### config.mk
export PLATFORM = sky130hd
export DESIGN_NAME = asi_w_flat
export DESIGN_NICKNAME = d
export VERILOG_FILES = /design/src/rtl/asi_w_if.sv /design/src/rtl/asi_w.sv /design/src/flat_wrapper.sv
export SDC_FILE = /design/constraint.sdc
export NUM_CORES = 1
export LEC_CHECK = 0
export CELL_PAD_IN_SITES_DETAIL_PLACEMENT = 0
export CELL_PAD_IN_SITES_GLOBAL_PLACEMENT = 1
export CORE_AREA = 2 2 155 157
export CTS_CLUSTER_DIAMETER = 200
export DETAILED_ROUTE_END_ITERATION = 7
export DIE_AREA = 0 0 157 159
export GPL_TIMING_DRIVEN = 0
export PLACE_DENSITY = 0.84
export SETUP_SLACK_MARGIN = 0.1
export SLEW_MARGIN = 30
export SYNTH_ARGS = -nofsm -noshare
export SYNTH_HDL_FRONTEND = slang
export SYNTH_SLANG_ARGS = --single-unit
### constraint.sdc
create_clock -name ACLK -period 5.7 [get_ports ACLK]
set_clock_uncertainty 0.15 [all_clocks]
set_input_delay 1.14 -clock ACLK [delete_from_list [all_inputs] [get_ports ACLK]]
set_output_delay 1.14 -clock ACLK [all_outputs]
set_load 0.05 [all_outputs]
### src/rtl/asi_w_if.sv
// asi_w_if: AXI4 write channels (AW/W/B) plus the user-side write port
// of the asi_w responder.
//   slave  modport : used by asi_w. It receives AW/W/BREADY and usr_wready/usr_werr,
//                    and drives AWREADY/WREADY/B and usr_we/usr_waddr/usr_wdata/usr_wstrb.
//   master modport : the complementary view, for the AXI master together with the
//                    user target.
interface asi_w_if #(
  parameter int AXI_DW     = 128,
  parameter int AXI_AW     = 32,
  parameter int AXI_IW     = 8,
  parameter int AXI_LW     = 8,
  parameter int AXI_SW     = 3,
  parameter int AXI_WSTRBW = AXI_DW / 8
) ();
  logic [AXI_IW-1:0]     AWID;
  logic [AXI_AW-1:0]     AWADDR;
  logic [AXI_LW-1:0]     AWLEN;
  logic [AXI_SW-1:0]     AWSIZE;
  logic [1:0]            AWBURST;
  logic                  AWVALID;
  logic                  AWREADY;
  logic [AXI_DW-1:0]     WDATA;
  logic [AXI_WSTRBW-1:0] WSTRB;
  logic                  WLAST;
  logic                  WVALID;
  logic                  WREADY;
  logic [AXI_IW-1:0]     BID;
  logic [1:0]            BRESP;
  logic                  BVALID;
  logic                  BREADY;
  logic                  usr_we;
  logic [AXI_AW-1:0]     usr_waddr;
  logic [AXI_DW-1:0]     usr_wdata;
  logic [AXI_WSTRBW-1:0] usr_wstrb;
  logic                  usr_wready;
  logic                  usr_werr;

  modport slave (
    input  AWID, AWADDR, AWLEN, AWSIZE, AWBURST, AWVALID,
    input  WDATA, WSTRB, WLAST, WVALID, BREADY, usr_wready, usr_werr,
    output AWREADY, WREADY, BID, BRESP, BVALID,
    output usr_we, usr_waddr, usr_wdata, usr_wstrb
  );

  modport master (
    output AWID, AWADDR, AWLEN, AWSIZE, AWBURST, AWVALID,
    output WDATA, WSTRB, WLAST, WVALID, BREADY, usr_wready, usr_werr,
    input  AWREADY, WREADY, BID, BRESP, BVALID,
    input  usr_we, usr_waddr, usr_wdata, usr_wstrb
  );
endinterface

### src/rtl/asi_w.sv
// asi_w: AXI4 slave write-side responder. It accepts one AW burst at a time,
// turns each W beat into an addressed user write, and returns a single B
// response per burst.
//   ACLK   : clock
//   ARESET : synchronous active-high reset; every output is 0 while it is high
//   bus    : asi_w_if.slave (AW/W/B channels and the usr_* write port)
// Optional feature macro: ASI_W_WRAP_EN. When it is defined, WRAP bursts are
// supported. When it is undefined, every WRAP burst is drained and answered
// with SLVERR.
module asi_w #(
  parameter int AXI_DW     = 128,
  parameter int AXI_AW     = 32,
  parameter int AXI_IW     = 8,
  parameter int AXI_LW     = 8,
  parameter int AXI_SW     = 3,
  parameter int AXI_WSTRBW = AXI_DW / 8
) (
  input logic   ACLK,
  input logic   ARESET,
  asi_w_if.slave bus
);

  localparam logic [AXI_SW-1:0] SZ_MAX = AXI_SW'($clog2(AXI_WSTRBW));

  typedef enum logic [1:0] {IDLE = 2'd0, DATA = 2'd1, RESP = 2'd2} state_e;

  state_e            state_q, state_d;
  logic [AXI_IW-1:0] id_q, id_d;
  logic [AXI_AW-1:0] addr_q, addr_d;
  logic [AXI_LW-1:0] len_q, len_d;
  logic [AXI_LW-1:0] cnt_q, cnt_d;
  logic [AXI_SW-1:0] size_q, size_d;
  logic [1:0]        burst_q, burst_d;
  logic              err_q, err_d;   // any error in the burst, reported as SLVERR
  logic              ill_q, ill_d;   // illegal burst: drain beats without writing

  logic              aw_illegal, aw_rdy, w_rdy, usr_we, w_hs, last_beat;
  logic [AXI_AW-1:0] bytes, aligned, incr_addr, next_addr;

  always_comb begin
    aw_illegal = (bus.AWBURST == 2'b11) || (bus.AWSIZE > SZ_MAX);
`ifdef ASI_W_WRAP_EN
    if ((bus.AWBURST == 2'b10) &&
        !((bus.AWLEN == AXI_LW'(1)) || (bus.AWLEN == AXI_LW'(3)) ||
          (bus.AWLEN == AXI_LW'(7)) || (bus.AWLEN == AXI_LW'(15))))
      aw_illegal = 1'b1;
`else
    if (bus.AWBURST == 2'b10)
      aw_illegal = 1'b1;
`endif
  end

`ifdef ASI_W_WRAP_EN
  logic [AXI_AW-1:0] wrap_total, wrap_base, wrap_addr;

  // The wrap window is the whole burst (bytes * beats). This is always a
  // power of two because the beat count is limited to 2, 4, 8 or 16.
  always_comb begin
    wrap_total = bytes * (AXI_AW'(len_q) + AXI_AW'(1));
    wrap_base  = addr_q & ~(wrap_total - AXI_AW'(1));
    wrap_addr  = (incr_addr == wrap_base + wrap_total) ? wrap_base : incr_addr;
  end
`endif

  // Beat address advance. Only the first beat can be unaligned. Every later
  // beat is aligned to the beat size.
  always_comb begin
    bytes     = AXI_AW'(1) << size_q;
    aligned   = (addr_q >> size_q) << size_q;
    incr_addr = aligned + bytes;
    case (burst_q)
      2'b01:   next_addr = incr_addr;
`ifdef ASI_W_WRAP_EN
      2'b10:   next_addr = wrap_addr;
`endif
      default: next_addr = addr_q;
    endcase
  end

  assign aw_rdy    = (state_q == IDLE) && !ARESET;
  assign w_rdy     = (state_q == DATA) && !ARESET && (ill_q || bus.usr_wready);
  assign usr_we    = (state_q == DATA) && !ARESET && !ill_q && bus.WVALID;
  assign w_hs      = bus.WVALID && w_rdy;
  assign last_beat = (cnt_q == len_q);

  always_comb begin
    state_d = state_q;
    id_d    = id_q;
    addr_d  = addr_q;
    len_d   = len_q;
    size_d  = size_q;
    burst_d = burst_q;
    cnt_d   = cnt_q;
    err_d   = err_q;
    ill_d   = ill_q;
    case (state_q)
      IDLE: begin
        if (bus.AWVALID && aw_rdy) begin
          id_d    = bus.AWID;
          addr_d  = bus.AWADDR;
          len_d   = bus.AWLEN;
          size_d  = bus.AWSIZE;
          burst_d = bus.AWBURST;
          cnt_d   = '0;
          err_d   = aw_illegal;
          ill_d   = aw_illegal;
          state_d = DATA;
        end
      end
      DATA: begin
        if (w_hs) begin
          cnt_d  = cnt_q + AXI_LW'(1);
          addr_d = next_addr;
          if (usr_we && bus.usr_werr)
            err_d = 1'b1;
          // A misplaced WLAST is only flagged. The beat counter alone ends the burst.
          if (bus.WLAST != last_beat)
            err_d = 1'b1;
          if (last_beat)
            state_d = RESP;
        end
      end
      RESP: begin
        if (bus.BREADY)
          state_d = IDLE;
      end
      default: state_d = IDLE;
    endcase
  end

  always_ff @(posedge ACLK) begin
    if (ARESET) begin
      state_q <= IDLE;
      cnt_q   <= '0;
      err_q   <= 1'b0;
      ill_q   <= 1'b0;
    end else begin
      state_q <= state_d;
      cnt_q   <= cnt_d;
      err_q   <= err_d;
      ill_q   <= ill_d;
    end
    id_q    <= id_d;
    addr_q  <= addr_d;
    len_q   <= len_d;
    size_q  <= size_d;
    burst_q <= burst_d;
  end

  assign bus.AWREADY   = aw_rdy;
  assign bus.WREADY    = w_rdy;
  assign bus.BVALID    = (state_q == RESP) && !ARESET;
  assign bus.BID       = ((state_q == RESP) && !ARESET) ? id_q : '0;
  assign bus.BRESP     = ((state_q == RESP) && !ARESET && err_q) ? 2'b10 : 2'b00;
  assign bus.usr_we    = usr_we;
  assign bus.usr_waddr = ((state_q == DATA) && !ARESET) ? addr_q : '0;
  assign bus.usr_wdata = ARESET ? '0 : bus.WDATA;
  assign bus.usr_wstrb = ARESET ? '0 : bus.WSTRB;

endmodule

### src/flat_wrapper.sv
// flat-port wrapper written by rule: the top's interface ports become plain ports
module asi_w_flat 
#(
  parameter int AXI_DW     = 128,
  parameter int AXI_AW     = 32,
  parameter int AXI_IW     = 8,
  parameter int AXI_LW     = 8,
  parameter int AXI_SW     = 3,
  parameter int AXI_WSTRBW = AXI_DW / 8
)
  (ACLK, ARESET, bus_AWID, bus_AWADDR, bus_AWLEN, bus_AWSIZE, bus_AWBURST, bus_AWVALID, bus_WDATA, bus_WSTRB, bus_WLAST, bus_WVALID, bus_BREADY, bus_usr_wready, bus_usr_werr, bus_AWREADY, bus_WREADY, bus_BID, bus_BRESP, bus_BVALID, bus_usr_we, bus_usr_waddr, bus_usr_wdata, bus_usr_wstrb);
  asi_w_if #(.AXI_DW(AXI_DW), .AXI_AW(AXI_AW), .AXI_IW(AXI_IW), .AXI_LW(AXI_LW), .AXI_SW(AXI_SW), .AXI_WSTRBW(AXI_WSTRBW)) bus_i ();
  input logic ACLK;
  input logic ARESET;
  input wire logic [$bits(bus_i.AWID)-1:0] bus_AWID;
  input wire logic [$bits(bus_i.AWADDR)-1:0] bus_AWADDR;
  input wire logic [$bits(bus_i.AWLEN)-1:0] bus_AWLEN;
  input wire logic [$bits(bus_i.AWSIZE)-1:0] bus_AWSIZE;
  input wire logic [$bits(bus_i.AWBURST)-1:0] bus_AWBURST;
  input wire logic [$bits(bus_i.AWVALID)-1:0] bus_AWVALID;
  input wire logic [$bits(bus_i.WDATA)-1:0] bus_WDATA;
  input wire logic [$bits(bus_i.WSTRB)-1:0] bus_WSTRB;
  input wire logic [$bits(bus_i.WLAST)-1:0] bus_WLAST;
  input wire logic [$bits(bus_i.WVALID)-1:0] bus_WVALID;
  input wire logic [$bits(bus_i.BREADY)-1:0] bus_BREADY;
  input wire logic [$bits(bus_i.usr_wready)-1:0] bus_usr_wready;
  input wire logic [$bits(bus_i.usr_werr)-1:0] bus_usr_werr;
  output wire logic [$bits(bus_i.AWREADY)-1:0] bus_AWREADY;
  output wire logic [$bits(bus_i.WREADY)-1:0] bus_WREADY;
  output wire logic [$bits(bus_i.BID)-1:0] bus_BID;
  output wire logic [$bits(bus_i.BRESP)-1:0] bus_BRESP;
  output wire logic [$bits(bus_i.BVALID)-1:0] bus_BVALID;
  output wire logic [$bits(bus_i.usr_we)-1:0] bus_usr_we;
  output wire logic [$bits(bus_i.usr_waddr)-1:0] bus_usr_waddr;
  output wire logic [$bits(bus_i.usr_wdata)-1:0] bus_usr_wdata;
  output wire logic [$bits(bus_i.usr_wstrb)-1:0] bus_usr_wstrb;
  assign bus_i.AWID = bus_AWID;
  assign bus_i.AWADDR = bus_AWADDR;
  assign bus_i.AWLEN = bus_AWLEN;
  assign bus_i.AWSIZE = bus_AWSIZE;
  assign bus_i.AWBURST = bus_AWBURST;
  assign bus_i.AWVALID = bus_AWVALID;
  assign bus_i.WDATA = bus_WDATA;
  assign bus_i.WSTRB = bus_WSTRB;
  assign bus_i.WLAST = bus_WLAST;
  assign bus_i.WVALID = bus_WVALID;
  assign bus_i.BREADY = bus_BREADY;
  assign bus_i.usr_wready = bus_usr_wready;
  assign bus_i.usr_werr = bus_usr_werr;
  assign bus_AWREADY = bus_i.AWREADY;
  assign bus_WREADY = bus_i.WREADY;
  assign bus_BID = bus_i.BID;
  assign bus_BRESP = bus_i.BRESP;
  assign bus_BVALID = bus_i.BVALID;
  assign bus_usr_we = bus_i.usr_we;
  assign bus_usr_waddr = bus_i.usr_waddr;
  assign bus_usr_wdata = bus_i.usr_wdata;
  assign bus_usr_wstrb = bus_i.usr_wstrb;
  asi_w #(.AXI_DW(AXI_DW), .AXI_AW(AXI_AW), .AXI_IW(AXI_IW), .AXI_LW(AXI_LW), .AXI_SW(AXI_SW), .AXI_WSTRBW(AXI_WSTRBW)) u_core (.ACLK(ACLK), .ARESET(ARESET), .bus(bus_i));
endmodule
==> out/results.txt <==
Slew headroom = 45.9%
core footprint = 23200 sq um
Cell Area, Synth = 4970 sq um
Synthesis Warnings = 0
Layout area overhead = 95.1%
Post-Syn Nets = 791
share of cells above drive strength 1 = 4.35%
fin. max-slew vios = 0
# resized after CTS = 0
crit-path max FO = 10
layout net count = 1199
Arr. time, crit path = 3670 ps
Mapped Avg Cell Area = 8.63 sq um
Layout Utilization = 41.8%
Main synth FF type = edfxtp_1
HPWL after DPL = 23500 um
Row Count = 56
Netlist cell types = 57
vias per cell = 4.51
worst ir drop on vdd = 0.174 mV
chip width = 157 um
CP required = 4410 ps
clock sinks = 65
detailed-route DRC error count = 0
first-pass GRT wire length = 39200 um
pwr/cell area = 193 nW/um^2
Die ar. = 25000 sq um
Initial DRC Count = 372
H-tree Lvls = 3
status = complete, no violations
Min Hold Slack = 364 ps
max cap viols = 0
internal power = 1.22 mW
worst setup margin = 735 ps
Seq/Total Area, Yosys = 36.8%
Root Driver = clkbuf_16
most frequent cells in the layout = clkdlybuf4s50_1 (392), nor2b_1 (147), edfxtp_1 (53)
Final Hold Vio Count = 0
HP Class = flip-flop to flip-flop
cell taking the most area after synthesis = edfxtp_1
post-CTS setup buffer count = 0
Sw Ratio = 34.5%
initial antenna violation count = 4
worst slew pin tran = 809 ps
Mapped Cells = 576
total CTS buffers = 9
TritonRoute pass-1 iters = 5
routed wire length = 27600 um
Synth area leaders = edfxtp_1 (32%), nor2b_1 (18%), dfxtp_1 (4.8%), and2_1 (4.7%), a31oi_1 (2.6%)
sw power = 0.644 mW
Crit Path Class = input pin to primary output
pin count of the biggest net entering global routing = 14
Post-synth EDFFs = 53
Comb power frac = 36.9%
part of the power in the clock network = 33.5%
CP Launch Type = input pin
Initial Util = 21.4%
critical path endpoint category = primary output
WL/cell = 21.1 um
hold bufs inserted after CTS = 0
total number of vias = 5909
CTS tree = done
remaining antenna violation count = 0
most common cell after layout, fill and taps aside = clkdlybuf4s50_1
IO Port Bufs = 392
IO Pins = 395
Place WS = 613 ps
clock buffer depth = 2
crit path time final = 4960 ps
clk slew on worst S/H paths = 50 ps
gpl congestion = 0.940
grt ovf = 0
fmax = 201 MHz
Final setup viols = 0
vias in the first global route = 5928
RSZ-0062 raised after global routing = no
post-synthesis register bit count = 65
share of the synthesized area in the top cell type = 32.0%
worst skew pair latency = 350 ps
final worst-path cycle share = 87.1%
Async SR Flop Fraction = 0%
FILL cells = 2257
leakage = 3.41 nW
Seq pwr share = 29.7%
die height = 159 um
GRT Total Usage = 21.5%
power by group through the flow:
stage	clock network (mW)	registers, mW	logic (mW)
5_1_grt	0.652	0.557	0.723
6_report	0.625	0.554	0.689
3_3_place_gp	0	0.565	0.679
4_1_cts	0.638	0.554	0.691
3_5_place_dp	0	0.564	0.687
2_1_floorplan	0	0.559	0.361
logic make-up (layout without fill, tap and decap cells):
| logic type | count (synthesis) | after routing | synth area share, % |
|---|---|---|---|
| other | 1 | 2 | 0.0754 |
| XOR/XNOR | 20 | 20 | 3.52 |
| flip-flops | 65 | 65 | 36.8 |
| AO/OA/AOI/OAI | 88 | 88 | 11.7 |
| AND/OR/NAND/NOR | 338 | 338 | 40.4 |
| adder cells (fa/ha/maj) | 10 | 10 | 2.67 |
| buffers and inverters | 54 | 467 | 4.88 |
Yosys cell counts, drive strengths merged, types with 12 or more instances:
master  count
nor2       35
xnor2      12
dfxtp      12
nor2b     147
a31oi      21
nand2      34
clkbuf     32
edfxtp     53
nand3      14
inv        12
and2       39
o21ai      27
per-layer routing:
| layer | global-route usage, % | share of wire [%] |
|---|---|---|
| met1 | 30.7 | 46 |
| met2 | 31.6 | 43 |
| met3 | 7.59 | 9.9 |
| met4 | 3.50 | 0.83 |
| met5 | 0 | 0.062 |
area by class of cell:
cell class                      count  area [sq um]  share of cell area [%]
Inverter                           12          45.0                   0.464
Multi-Input combinational cell    457          2920                    30.1
Buffer                             42           198                    2.04
Clock inverter                      6          91.3                   0.941
Antenna cell                        1          2.50                  0.0258
Timing Repair Buffer              397          3980                    41.0
Clock buffer                       10           239                    2.46
Sequential cell                    65          1830                    18.9
Tap cell                          319           399                    4.11
final timing paths:
| path | start | end | slack [ps] | cells after the start |
|---|---|---|---|---|
| setup / recovery | ARESET | bus_usr_waddr[16] | 740 | 6 |
| hold / removal | u_core.cnt_q[1] | u_core.cnt_q[1] | 360 | 2 |
| setup reg to reg | u_core.size_q[2] | u_core.addr_q[9] | 2370 | 10 |
| hold reg to reg | u_core.cnt_q[1] | u_core.cnt_q[1] | 360 | 2 |
critical path: stages:
cell and delay, ps:
clkbuf_1 280, nor3b_1 390, clkbuf_1 470, clkbuf_1 360, and2_1 190, clkdlybuf4s50_1 820
stage by stage:
stage	power (mW)	setup TNS (ps)	std cells	instance area (sq um)
detailed placement	1.25	0	1292	9370
floorplan	0.920	0	576	4970
finish	1.87	0	1309	9700
global placement	1.24	-30610	1287	9300
global route	1.93	0	1308	9700
CTS	1.88	0	1308	9700
sequential cells by signal, summed over array words and instances, names as in the netlist:
register        cells
u_core.cnt_q        8
u_core.err_q        1
u_core.state_q      2
u_core.len_q        8
u_core.size_q       3
u_core.ill_q        1
u_core.addr_q      32
u_core.id_q         8
u_core.burst_q      2
No activity file was read; power rests on OpenSTA's default activity.
